**config.mk**
```make
export PLATFORM = sky130hd
export DESIGN_NAME = wide_alu_axil_flat
export DESIGN_NICKNAME = d
export VERILOG_FILES = /design/src/rtl/wide_alu_axil_if.sv /design/src/rtl/wide_alu_axil.sv /design/src/flat_wrapper.sv
export SDC_FILE = /design/constraint.sdc
export NUM_CORES = 2
export LEC_CHECK = 0
export ABC_AREA = 0
export CAP_MARGIN = 20
export CORE_ASPECT_RATIO = 0.5
export CORE_UTILIZATION = 35
export DETAILED_ROUTE_END_ITERATION = 10
export GPL_TIMING_DRIVEN = 0
export PLACE_DENSITY_LB_ADDON = 0.08
export SLEW_MARGIN = 20
export SYNTH_ARGS = -nofsm -noshare
export SYNTH_HDL_FRONTEND = slang
export SYNTH_SLANG_ARGS = --single-unit
```
**constraint.sdc**
```tcl
create_clock -name clk_i -period 13.75 [get_ports clk_i]
set_input_delay 2.75 -clock clk_i [delete_from_list [all_inputs] [get_ports clk_i]]
set_output_delay 2.75 -clock clk_i [all_outputs]
set_load 0.03 [all_outputs]
```
**src/rtl/wide_alu_axil_if.sv**
```systemverilog
// AXI4-Lite bus bundle for the wide-ALU register slave.
// The slave modport is the peripheral side, master is the interconnect side.
interface wide_alu_axil_if #(
  parameter int ADDR_WIDTH = 32
);
  logic [ADDR_WIDTH-1:0] awaddr;
  logic                  awvalid;
  logic                  awready;
  logic [31:0]           wdata;
  logic [3:0]            wstrb;
  logic                  wvalid;
  logic                  wready;
  logic [1:0]            bresp;
  logic                  bvalid;
  logic                  bready;
  logic [ADDR_WIDTH-1:0] araddr;
  logic                  arvalid;
  logic                  arready;
  logic [31:0]           rdata;
  logic [1:0]            rresp;
  logic                  rvalid;
  logic                  rready;

  modport slave (
    input  awaddr, awvalid, wdata, wstrb, wvalid,
    input  bready, araddr, arvalid, rready,
    output awready, wready, bresp, bvalid,
    output arready, rdata, rresp, rvalid
  );

  modport master (
    output awaddr, awvalid, wdata, wstrb, wvalid,
    output bready, araddr, arvalid, rready,
    input  awready, wready, bresp, bvalid,
    input  arready, rdata, rresp, rvalid
  );
endinterface

```
**src/rtl/wide_alu_axil.sv**
```systemverilog
// AXI4-Lite wide-operand ALU: A/B/R word banks, CTRL/STATUS,
// word-serial ADD/SUB/AND/XOR with carry chained across cycles.
module wide_alu_axil #(
  parameter int ADDR_WIDTH = 32,
  parameter int OP_WIDTH   = 256
) (
  input  logic            clk_i,
  input  logic            rst_i,
  wide_alu_axil_if.slave  s,
  output logic            busy_o,
  output logic            irq_o
);
  localparam int NW = OP_WIDTH / 32;
  localparam int IW = (NW > 1) ? $clog2(NW) : 1;
  localparam int DW = (ADDR_WIDTH < 10) ? ADDR_WIDTH : 10;
  localparam logic [1:0] OKAY   = 2'b00;
  localparam logic [1:0] SLVERR = 2'b10;

  typedef enum logic {IDLE, RUN} state_e;

  state_e        state_q, state_d;
  logic [31:0]   a_q [NW];
  logic [31:0]   a_d [NW];
  logic [31:0]   b_q [NW];
  logic [31:0]   b_d [NW];
  logic [31:0]   r_q [NW];
  logic [31:0]   r_d [NW];
  logic [1:0]    op_q, op_d;
  logic          irq_en_q, irq_en_d;
  logic          done_q, done_d;
  logic          cout_q, cout_d;
  logic          c_q, c_d;
  logic [IW-1:0] idx_q, idx_d;
  logic          bvalid_q, bvalid_d;
  logic [1:0]    bresp_q, bresp_d;
  logic          rvalid_q, rvalid_d;
  logic [1:0]    rresp_q, rresp_d;
  logic [31:0]   rdata_q, rdata_d;
  logic          irq_q, irq_d;

  logic [9:0]  aw_off, ar_off;
  logic [5:0]  aw_wi, ar_wi;
  logic        aw_hs, ar_hs, busy;
  logic        wr_err, start, clr_done;
  logic [31:0] a_cur, b_cur, res;
  logic [32:0] sum;

  function automatic logic [31:0] merge(
    input logic [31:0] o,
    input logic [31:0] d,
    input logic [3:0]  st
  );
    merge = o;
    for (int k = 0; k < 4; k++)
      if (st[k]) merge[8*k +: 8] = d[8*k +: 8];
  endfunction

  assign aw_off = 10'(s.awaddr[DW-1:0]);
  assign ar_off = 10'(s.araddr[DW-1:0]);
  assign aw_wi  = aw_off[7:2];
  assign ar_wi  = ar_off[7:2];
  assign busy   = (state_q == RUN);

  // Both channels are combinationally ready so a handshake costs one cycle.
  assign aw_hs     = s.awvalid & s.wvalid & ~bvalid_q & ~rst_i;
  assign s.awready = aw_hs;
  assign s.wready  = aw_hs;
  assign s.arready = ~rvalid_q & ~rst_i;
  assign ar_hs     = s.arvalid & s.arready;

  assign s.bvalid = bvalid_q;
  assign s.bresp  = bresp_q;
  assign s.rvalid = rvalid_q;
  assign s.rresp  = rresp_q;
  assign s.rdata  = rdata_q;
  assign busy_o   = busy;
  assign irq_o    = irq_q;

  always_comb begin
    a_d      = a_q;
    b_d      = b_q;
    op_d     = op_q;
    irq_en_d = irq_en_q;
    wr_err   = 1'b0;
    start    = 1'b0;
    clr_done = 1'b0;
    if (aw_hs) begin
      unique case (aw_off[9:8])
        2'd0: begin
          wr_err = 1'b1;
          for (int i = 0; i < NW; i++)
            if (aw_wi == 6'(i) && !busy) begin
              a_d[i] = merge(a_q[i], s.wdata, s.wstrb);
              wr_err = 1'b0;
            end
        end
        2'd1: begin
          wr_err = 1'b1;
          for (int i = 0; i < NW; i++)
            if (aw_wi == 6'(i) && !busy) begin
              b_d[i] = merge(b_q[i], s.wdata, s.wstrb);
              wr_err = 1'b0;
            end
        end
        2'd2: wr_err = 1'b1;
        default: begin
          if (aw_off[7:0] == 8'h00) begin
            if (busy) begin
              wr_err = 1'b1;
            end else begin
              if (s.wstrb[0]) begin
                op_d     = s.wdata[1:0];
                irq_en_d = s.wdata[4];
              end
              start = s.wstrb[1] & s.wdata[8];
            end
          end else if (aw_off[7:0] == 8'h04) begin
            clr_done = s.wstrb[0] & s.wdata[1];
          end else begin
            wr_err = 1'b1;
          end
        end
      endcase
    end
  end

  always_comb begin
    bvalid_d = bvalid_q;
    bresp_d  = bresp_q;
    if (bvalid_q && s.bready) bvalid_d = 1'b0;
    if (aw_hs) begin
      bvalid_d = 1'b1;
      bresp_d  = wr_err ? SLVERR : OKAY;
    end
  end

  always_comb begin
    rvalid_d = rvalid_q;
    rdata_d  = rdata_q;
    rresp_d  = rresp_q;
    if (rvalid_q && s.rready) rvalid_d = 1'b0;
    if (ar_hs) begin
      rvalid_d = 1'b1;
      rdata_d  = '0;
      rresp_d  = SLVERR;
      for (int i = 0; i < NW; i++)
        if (ar_wi == 6'(i) && ar_off[9:8] != 2'd3) begin
          rresp_d = OKAY;
          unique case (ar_off[9:8])
            2'd0:    rdata_d = a_q[i];
            2'd1:    rdata_d = b_q[i];
            default: rdata_d = r_q[i];
          endcase
        end
      if (ar_off == 10'h300) begin
        rresp_d = OKAY;
        rdata_d = {27'd0, irq_en_q, 2'b00, op_q};
      end else if (ar_off == 10'h304) begin
        rresp_d = OKAY;
        rdata_d = {29'd0, cout_q, done_q, busy};
      end
    end
  end

  always_comb begin
    state_d = state_q;
    idx_d   = idx_q;
    c_d     = c_q;
    r_d     = r_q;
    done_d  = done_q;
    cout_d  = cout_q;
    a_cur   = '0;
    b_cur   = '0;
    res     = '0;
    sum     = '0;
    if (clr_done) done_d = 1'b0;
    unique case (state_q)
      IDLE: begin
        if (start) begin
          state_d = RUN;
          idx_d   = '0;
          c_d     = (op_d == 2'd1);
          done_d  = 1'b0;
        end
      end
      default: begin
        for (int i = 0; i < NW; i++)
          if (idx_q == IW'(i)) begin
            a_cur = a_q[i];
            b_cur = b_q[i];
          end
        // SUB is A + ~B + 1, the +1 entering as the initial carry.
        sum = {1'b0, a_cur}
            + {1'b0, (op_q == 2'd1) ? ~b_cur : b_cur}
            + 33'(c_q);
        unique case (op_q)
          2'd2:    res = a_cur & b_cur;
          2'd3:    res = a_cur ^ b_cur;
          default: begin
            res = sum[31:0];
            c_d = sum[32];
          end
        endcase
        for (int i = 0; i < NW; i++)
          if (idx_q == IW'(i)) r_d[i] = res;
        idx_d = idx_q + 1'b1;
        if (idx_q == IW'(NW - 1)) begin
          state_d = IDLE;
          done_d  = 1'b1;
          cout_d  = op_q[1] ? 1'b0 : sum[32];
        end
      end
    endcase
    irq_d = done_d & irq_en_d;
  end

  always_ff @(posedge clk_i) begin
    if (rst_i) begin
      state_q  <= IDLE;
      a_q      <= '{default: '0};
      b_q      <= '{default: '0};
      r_q      <= '{default: '0};
      op_q     <= '0;
      irq_en_q <= 1'b0;
      done_q   <= 1'b0;
      cout_q   <= 1'b0;
      c_q      <= 1'b0;
      idx_q    <= '0;
      bvalid_q <= 1'b0;
      bresp_q  <= '0;
      rvalid_q <= 1'b0;
      rresp_q  <= '0;
      rdata_q  <= '0;
      irq_q    <= 1'b0;
    end else begin
      state_q  <= state_d;
      a_q      <= a_d;
      b_q      <= b_d;
      r_q      <= r_d;
      op_q     <= op_d;
      irq_en_q <= irq_en_d;
      done_q   <= done_d;
      cout_q   <= cout_d;
      c_q      <= c_d;
      idx_q    <= idx_d;
      bvalid_q <= bvalid_d;
      bresp_q  <= bresp_d;
      rvalid_q <= rvalid_d;
      rresp_q  <= rresp_d;
      rdata_q  <= rdata_d;
      irq_q    <= irq_d;
    end
  end
endmodule

```
**src/flat_wrapper.sv**
```systemverilog
// flat-port wrapper written by rule: the top's interface ports become plain ports
module wide_alu_axil_flat 
#(
  parameter int ADDR_WIDTH = 32,
  parameter int OP_WIDTH   = 256
)
  (clk_i, rst_i, busy_o, irq_o, s_awaddr, s_awvalid, s_wdata, s_wstrb, s_wvalid, s_bready, s_araddr, s_arvalid, s_rready, s_awready, s_wready, s_bresp, s_bvalid, s_arready, s_rdata, s_rresp, s_rvalid);
  wide_alu_axil_if #(.ADDR_WIDTH(ADDR_WIDTH)) s_i ();
  input  logic clk_i;
  input  logic rst_i;
  output logic busy_o;
  output logic irq_o;
  input wire logic [$bits(s_i.awaddr)-1:0] s_awaddr;
  input wire logic [$bits(s_i.awvalid)-1:0] s_awvalid;
  input wire logic [$bits(s_i.wdata)-1:0] s_wdata;
  input wire logic [$bits(s_i.wstrb)-1:0] s_wstrb;
  input wire logic [$bits(s_i.wvalid)-1:0] s_wvalid;
  input wire logic [$bits(s_i.bready)-1:0] s_bready;
  input wire logic [$bits(s_i.araddr)-1:0] s_araddr;
  input wire logic [$bits(s_i.arvalid)-1:0] s_arvalid;
  input wire logic [$bits(s_i.rready)-1:0] s_rready;
  output wire logic [$bits(s_i.awready)-1:0] s_awready;
  output wire logic [$bits(s_i.wready)-1:0] s_wready;
  output wire logic [$bits(s_i.bresp)-1:0] s_bresp;
  output wire logic [$bits(s_i.bvalid)-1:0] s_bvalid;
  output wire logic [$bits(s_i.arready)-1:0] s_arready;
  output wire logic [$bits(s_i.rdata)-1:0] s_rdata;
  output wire logic [$bits(s_i.rresp)-1:0] s_rresp;
  output wire logic [$bits(s_i.rvalid)-1:0] s_rvalid;
  assign s_i.awaddr = s_awaddr;
  assign s_i.awvalid = s_awvalid;
  assign s_i.wdata = s_wdata;
  assign s_i.wstrb = s_wstrb;
  assign s_i.wvalid = s_wvalid;
  assign s_i.bready = s_bready;
  assign s_i.araddr = s_araddr;
  assign s_i.arvalid = s_arvalid;
  assign s_i.rready = s_rready;
  assign s_awready = s_i.awready;
  assign s_wready = s_i.wready;
  assign s_bresp = s_i.bresp;
  assign s_bvalid = s_i.bvalid;
  assign s_arready = s_i.arready;
  assign s_rdata = s_i.rdata;
  assign s_rresp = s_i.rresp;
  assign s_rvalid = s_i.rvalid;
  wide_alu_axil #(.ADDR_WIDTH(ADDR_WIDTH), .OP_WIDTH(OP_WIDTH)) u_core (.clk_i(clk_i), .rst_i(rst_i), .s(s_i), .busy_o(busy_o), .irq_o(irq_o));
endmodule
```
== After elaboration in Yosys (flattened, before gate mapping) ==
Index checks and enable logic that the tools add are counted.
Cells by class
  $add $sub $neg: 3
  equality and inequality tests: 33
  mux-type cells: 97
  bitwise logic cells: 14
  reductions and logical operators: 104
Operators by type and width (count)
  $mux W32: 29
  $pmux W32 S2: 9
  $reduce_and A4 Y1: 64
  $eq A6 B3 Y1 const B: 8
  $mux W1: 40
  $add A32 B32 Y33: 1
  $add A33 B1 Y33: 1
  $and A32 B32 Y32: 1
  $mux W2: 16
  $not A32 Y32: 1
  $xor A32 B32 Y32: 1
  $eq A6 B2 Y1 const B: 4
  $eq A10 B10 Y1 const B: 2
  $logic_and A1 B1 Y1: 18
  $reduce_and A2 Y1: 9
  $eq A3 B3 Y1 const B: 4
  $eq A6 B1 Y1 const B: 2
  $logic_not A6 Y1: 2
  $and A1 B1 Y1: 8
  $eq A2 B1 Y1 const B: 4
  $eq A8 B3 Y1 const B: 1
  $logic_not A8 Y1: 1
  $eq A2 B2 Y1 const B: 3
  $eq A3 B2 Y1 const B: 2
  other kinds (12): 20
Word-level totals
  flip-flop bits (word level): 817
  input port bits: 107
  output and inout port bits: 43
  word-level logic and storage cells: 336

== Depth between registers and ports, before layout ==
  depth after elaboration: 16
  mapped depth: 23

== Least setup slack after synthesis ==
Ideal clock, no wire load.
  path type: input-to-output
  from: in s_awvalid
  to: out s_wready
  data arrival time: 3.446 ns
  required time: 11.000 ns
  slack: 7.554 ns
  stages: 3
  buffers on the path: 2
  cell sequence: nor4bb_1 buf_2 buf_4
Between the ends
  cells in the longest elaborated chain, start to end: 3
RTL lines
  from (decl): RTL line flat_wrapper.sv:14  | input wire logic [$bits(s_i.awvalid)-1:0] s_awvalid;
  $and A1 B1 Y1 (3 in series): RTL line wide_alu_axil.sv:65  | assign aw_hs = s.awvalid & s.wvalid & ~bvalid_q & ~rst_i;
  to (decl): RTL line flat_wrapper.sv:23  | output wire logic [$bits(s_i.wready)-1:0] s_wready;
Every way passes these cells.

== Worst setup path in the final report ==
  from: reg u_core.idx_q[0]
  to: reg u_core.r_q[59] in the netlist's numbering
Between the ends
  cells in the longest elaborated chain, start to end: 15
  elaborated cells between the ends (all ways): 34
RTL lines
  from (decl): RTL line wide_alu_axil.sv:33  | logic [IW-1:0] idx_q, idx_d;
  from (signal assigned): RTL line wide_alu_axil.sv:245  | idx_q <= idx_d;
  $logic_not A3 Y1: RTL line wide_alu_axil.sv:188  | if (idx_q == IW'(i)) begin
  $mux W32 (8 in series): RTL line wide_alu_axil.sv:188
  $mux W32: RTL line wide_alu_axil.sv:177  | unique case (state_q)
  $not A32 Y32: RTL line wide_alu_axil.sv:194  | + {1'b0, (op_q == 2'd1) ? ~b_cur : b_cur}
  $mux W32: RTL line wide_alu_axil.sv:194
  $add A32 B32 Y33: RTL line wide_alu_axil.sv:194
  $add A33 B1 Y33: RTL line wide_alu_axil.sv:195  | + 33'(c_q);
  $pmux W32 S2: RTL line wide_alu_axil.sv:196  | unique case (op_q)
  to (signal assigned): RTL line wide_alu_axil.sv:239  | r_q <= r_d;
  to (decl): RTL line wide_alu_axil.sv:26  | logic [31:0] r_q [NW];
Several ways; a longest one is shown, not always the timed one. The select of a mux whose other input is x is not followed.
A chain may end at the register's enable or synchronous reset.

==> flow_summary.json <==
{
  "crit_path_top_delay_cell": "xor2_1",
  "power_leakage_nw": 17.4,
  "ys_warn_count": 0,
  "synthSimpleGateAreaFrac_pct": 17.1,
  "ctsHtreeMaxLevel": 3,
  "synthFlopType": "dfxtp_1",
  "num_io_pins": 150,
  "hold_violations": 0,
  "worst_pin_slew_ns": 1.42,
  "netlist_instances": 5185,
  "synth-edff-count": 0,
  "status": "complete, no violations",
  "async_reset_ff_share_pct": 0,
  "fin_tns_setup_ns": 0,
  "layoutNonFillerInstCount": 7068,
  "critPathMaxStageDelay_ns": 0.92,
  "die_h_um": 247,
  "maxCapViolations": 0,
  "clk_latency_ns": 0.75,
  "setup_ws_ns": 5.33,
  "die_area_um2": 122000,
  "dpl_cell_area_um2": 45600,
  "dp_cells": 6890,
  "core_um2": 119000,
  "die_w_um": 493,
  "synth-seq-cells": 815,
  "fin_crit_sh_pct": 61.2,
  "yosys.area_share.adder_pct": 2.14,
  "drt_iter0_drc": 7633,
  "initial_utilization_pct": 35.5,
  "max_slew_margin_pct": 2.52,
  "synth_xor_area_share_pct": 1.14,
  "hpwl_mm": 228,
  "post-place-ws_ns": 5.90,
  "cts_resized": 0,
  "grt_pass1_wl_mm": 374,
  "cts_setup_buffers": 0,
  "multiInputGateArea_um2": 24500,
  "grtUsageTotal_pct": 46.3,
  "area_delta_synth_final_pct": 15.4,
  "slew_violations": 0,
  "muxShareOfSynthArea_pct": 17.6,
  "grt_pass1_vias": 39986,
  "regArea_um2": 16300,
  "finalCriticalPeriod_ns": 8.42,
  "ant_nets": 0,
  "vias_per_cell": 6.38,
  "place.gp.congestion": 1.10,
  "drive_above_1_share_pct": 7.94,
  "path_class": "flop to flop",
  "root_buffer": "clkbuf_16",
  "cp_cell_sequence": "inv_1, ha_1, nor3b_1, clkbuf_1, clkbuf_1, a221oi_1, o311ai_0, o211ai_1, nand3_1, o21ai_0, o21ai_0, ha_1, a211oi_2, nor2_1, o31ai_1, a21oi_2, o41ai_4, o21bai_1, xor2_1, o211ai_1, a21oi_1",
  "cts_buffers": 83,
  "drc": 0,
  "grt_overflow": 0,
  "final_nets": 5564,
  "wirelength_mm": 290,
  "power_density_nw_per_um2": 108,
  "cts_tree": "yes",
  "rsz0062_at_grt": "false",
  "crit_path_start": "u_core.idx_q[0]",
  "synth_compound_area_share_pct": 19.2,
  "clock.fmax_ghz": 0.119,
  "holdWs_ns": 0.454,
  "grt_start_max_net_pins": 15,
  "clockBufferDepth": 3,
  "fin_util_pct": 41.0,
  "synth_seq_area_share_pct": 38.7,
  "worstPathMaxFanout": 10,
  "drtPass1Iterations": 6,
  "worst_ep_arrival_time_ns": 9.07,
  "wl_per_cell_um": 41.1,
  "worstHoldStart": "u_core.r_q[53]",
  "antenna_found_initial": 42,
  "fin_area_um2": 48700,
  "hold_class": "flop to flop",
  "nFillCells": 12330,
  "vias": 45085,
  "end_kind": "flop",
  "finalPower_mw": 5.26,
  "rows": 89,
  "holdBufCountCts": 0,
  "synth_top_family_by_area": "compound AO/OA/AOI/OAI gates",
  "peakVddDrop_mv": 0.0879,
  "synth.cell_area_um2": 42200,
  "finalClockSkew_ns": 0.0304,
  "synth_area_per_cell_um2": 8.14,
  "port_buffers": 96,
  "startpoint_type": "flop",
  "cp.required_ns": 14.39,
  "cts.sinks": 815,
  "regToRegStartpoint": "u_core.idx_q[0]",
  "path_clk_slew_ns": 0.07,
  "ys_types": 80,
  "setup_viol": 0
}
==> layout make-up <==
cell class              instances  share of cell area [%]
flip-flops and latches        815                    33.5
diodes                         22                   0.113
clock inverters                38                   0.956
inverters                      12                  0.0925
clock buffers                 115                    4.97
plain buffers                 450                    3.63
repair buffers                115                    2.34
multi-input cells            3909                    50.3
well taps                    1592                    4.09
==> critical path: cells and delay by family, from the launching register on <==
kind	cells	cell delay, ns
AO/OA/AOI/OAI	12	3.88
AND/OR/NAND/NOR	3	0.74
buffers and inverters	3	1.49
adder cells (fa/ha/maj)	2	0.89
flip-flops	1	0.36
XOR/XNOR	1	0.92
==> synthesized netlist by cell type (all sizes together), types with 5 or more instances <==
| master | instances | area share [%] |
|---|---|---|
| a22oi | 7 | 0.12 |
| inv | 11 | 0.098 |
| nor2b | 15 | 0.22 |
| a211oi | 72 | 1.3 |
| nand2 | 553 | 4.9 |
| a221oi | 65 | 1.3 |
| o21ai | 299 | 3.6 |
| nor4 | 24 | 0.36 |
| ha | 69 | 2.0 |
| xnor2 | 45 | 0.93 |
| o2111ai | 7 | 0.15 |
| xor2 | 10 | 0.21 |
| mux2 | 48 | 1.3 |
| and2 | 13 | 0.19 |
| mux4 | 22 | 1.2 |
| o22ai | 66 | 0.98 |
| dfxtp | 815 | 39 |
| o41ai | 18 | 0.44 |
| a31oi | 44 | 0.67 |
| a21oi | 511 | 6.1 |
| a22o | 14 | 0.29 |
| buf | 87 | 0.86 |
| clkbuf | 363 | 3.2 |
| and3 | 13 | 0.19 |
| o211ai | 105 | 1.9 |
| nand3 | 145 | 1.7 |
| o21a | 5 | 0.089 |
| mux2i | 639 | 15 |
| o311ai | 65 | 1.3 |
| a21o | 12 | 0.21 |
| nand2b | 10 | 0.15 |
| nor3 | 15 | 0.18 |
| o31ai | 8 | 0.19 |
| nor2 | 936 | 8.6 |
==> cells by family after synthesis <==
| family | count (synthesis) |
|---|---|
| flip-flops | 815 |
| AND/OR/NAND/NOR | 1749 |
| other | 1 |
| AO/OA/AOI/OAI | 1323 |
| buffers and inverters | 462 |
| adder cells (fa/ha/maj) | 71 |
| XOR/XNOR | 55 |
| multiplexers | 709 |
==> power by group <==
| group | internal (mW) | switching, mW |
|---|---|---|
| logic | 0.0706 | 0.275 |
| clock network | 1.37 | 1.17 |
| registers | 2.36 | 0.00410 |
==> layout by cell type (no fill, tap or decap), drive strengths merged, types with 65 or more instances in the layout <==
cell           count
clkbuf           481
o311ai            65
o211ai           105
a211oi            72
o22ai             66
buf              103
nand3            145
ha                69
nand2            553
o21ai            299
clkdlybuf4s50     96
a221oi            65
dfxtp            815
mux2i            639
a21oi            511
nor2             936
==> flip-flops by register name, indices dropped and copies added (netlist names), 2 cells and up <==
signal and count:
u_core.a_q 256, u_core.r_q 256, u_core.op_q 2, u_core.s.rdata 32, u_core.idx_q 3, u_core.b_q 256
==> final timing paths <==
path,end,slack [ns],depth (start not counted)
worst min-delay path,u_core.r_q[53],0.45,2
worst max-delay path,u_core.r_q[59],5.33,21
worst max register to register,u_core.r_q[59],5.33,21
worst min register to register,u_core.r_q[53],0.45,2
==> routing by layer <==
layer	part of all wire, %	vias up	global-route usage (%)
met5	0.52	-	5.68
met4	2.6	48	10.9
met3	21	479	37.1
met2	34	3351	55.8
met1	42	22379	60.4
li1	-	18828	-
Note: power is estimated with default switching activity, not from simulation.
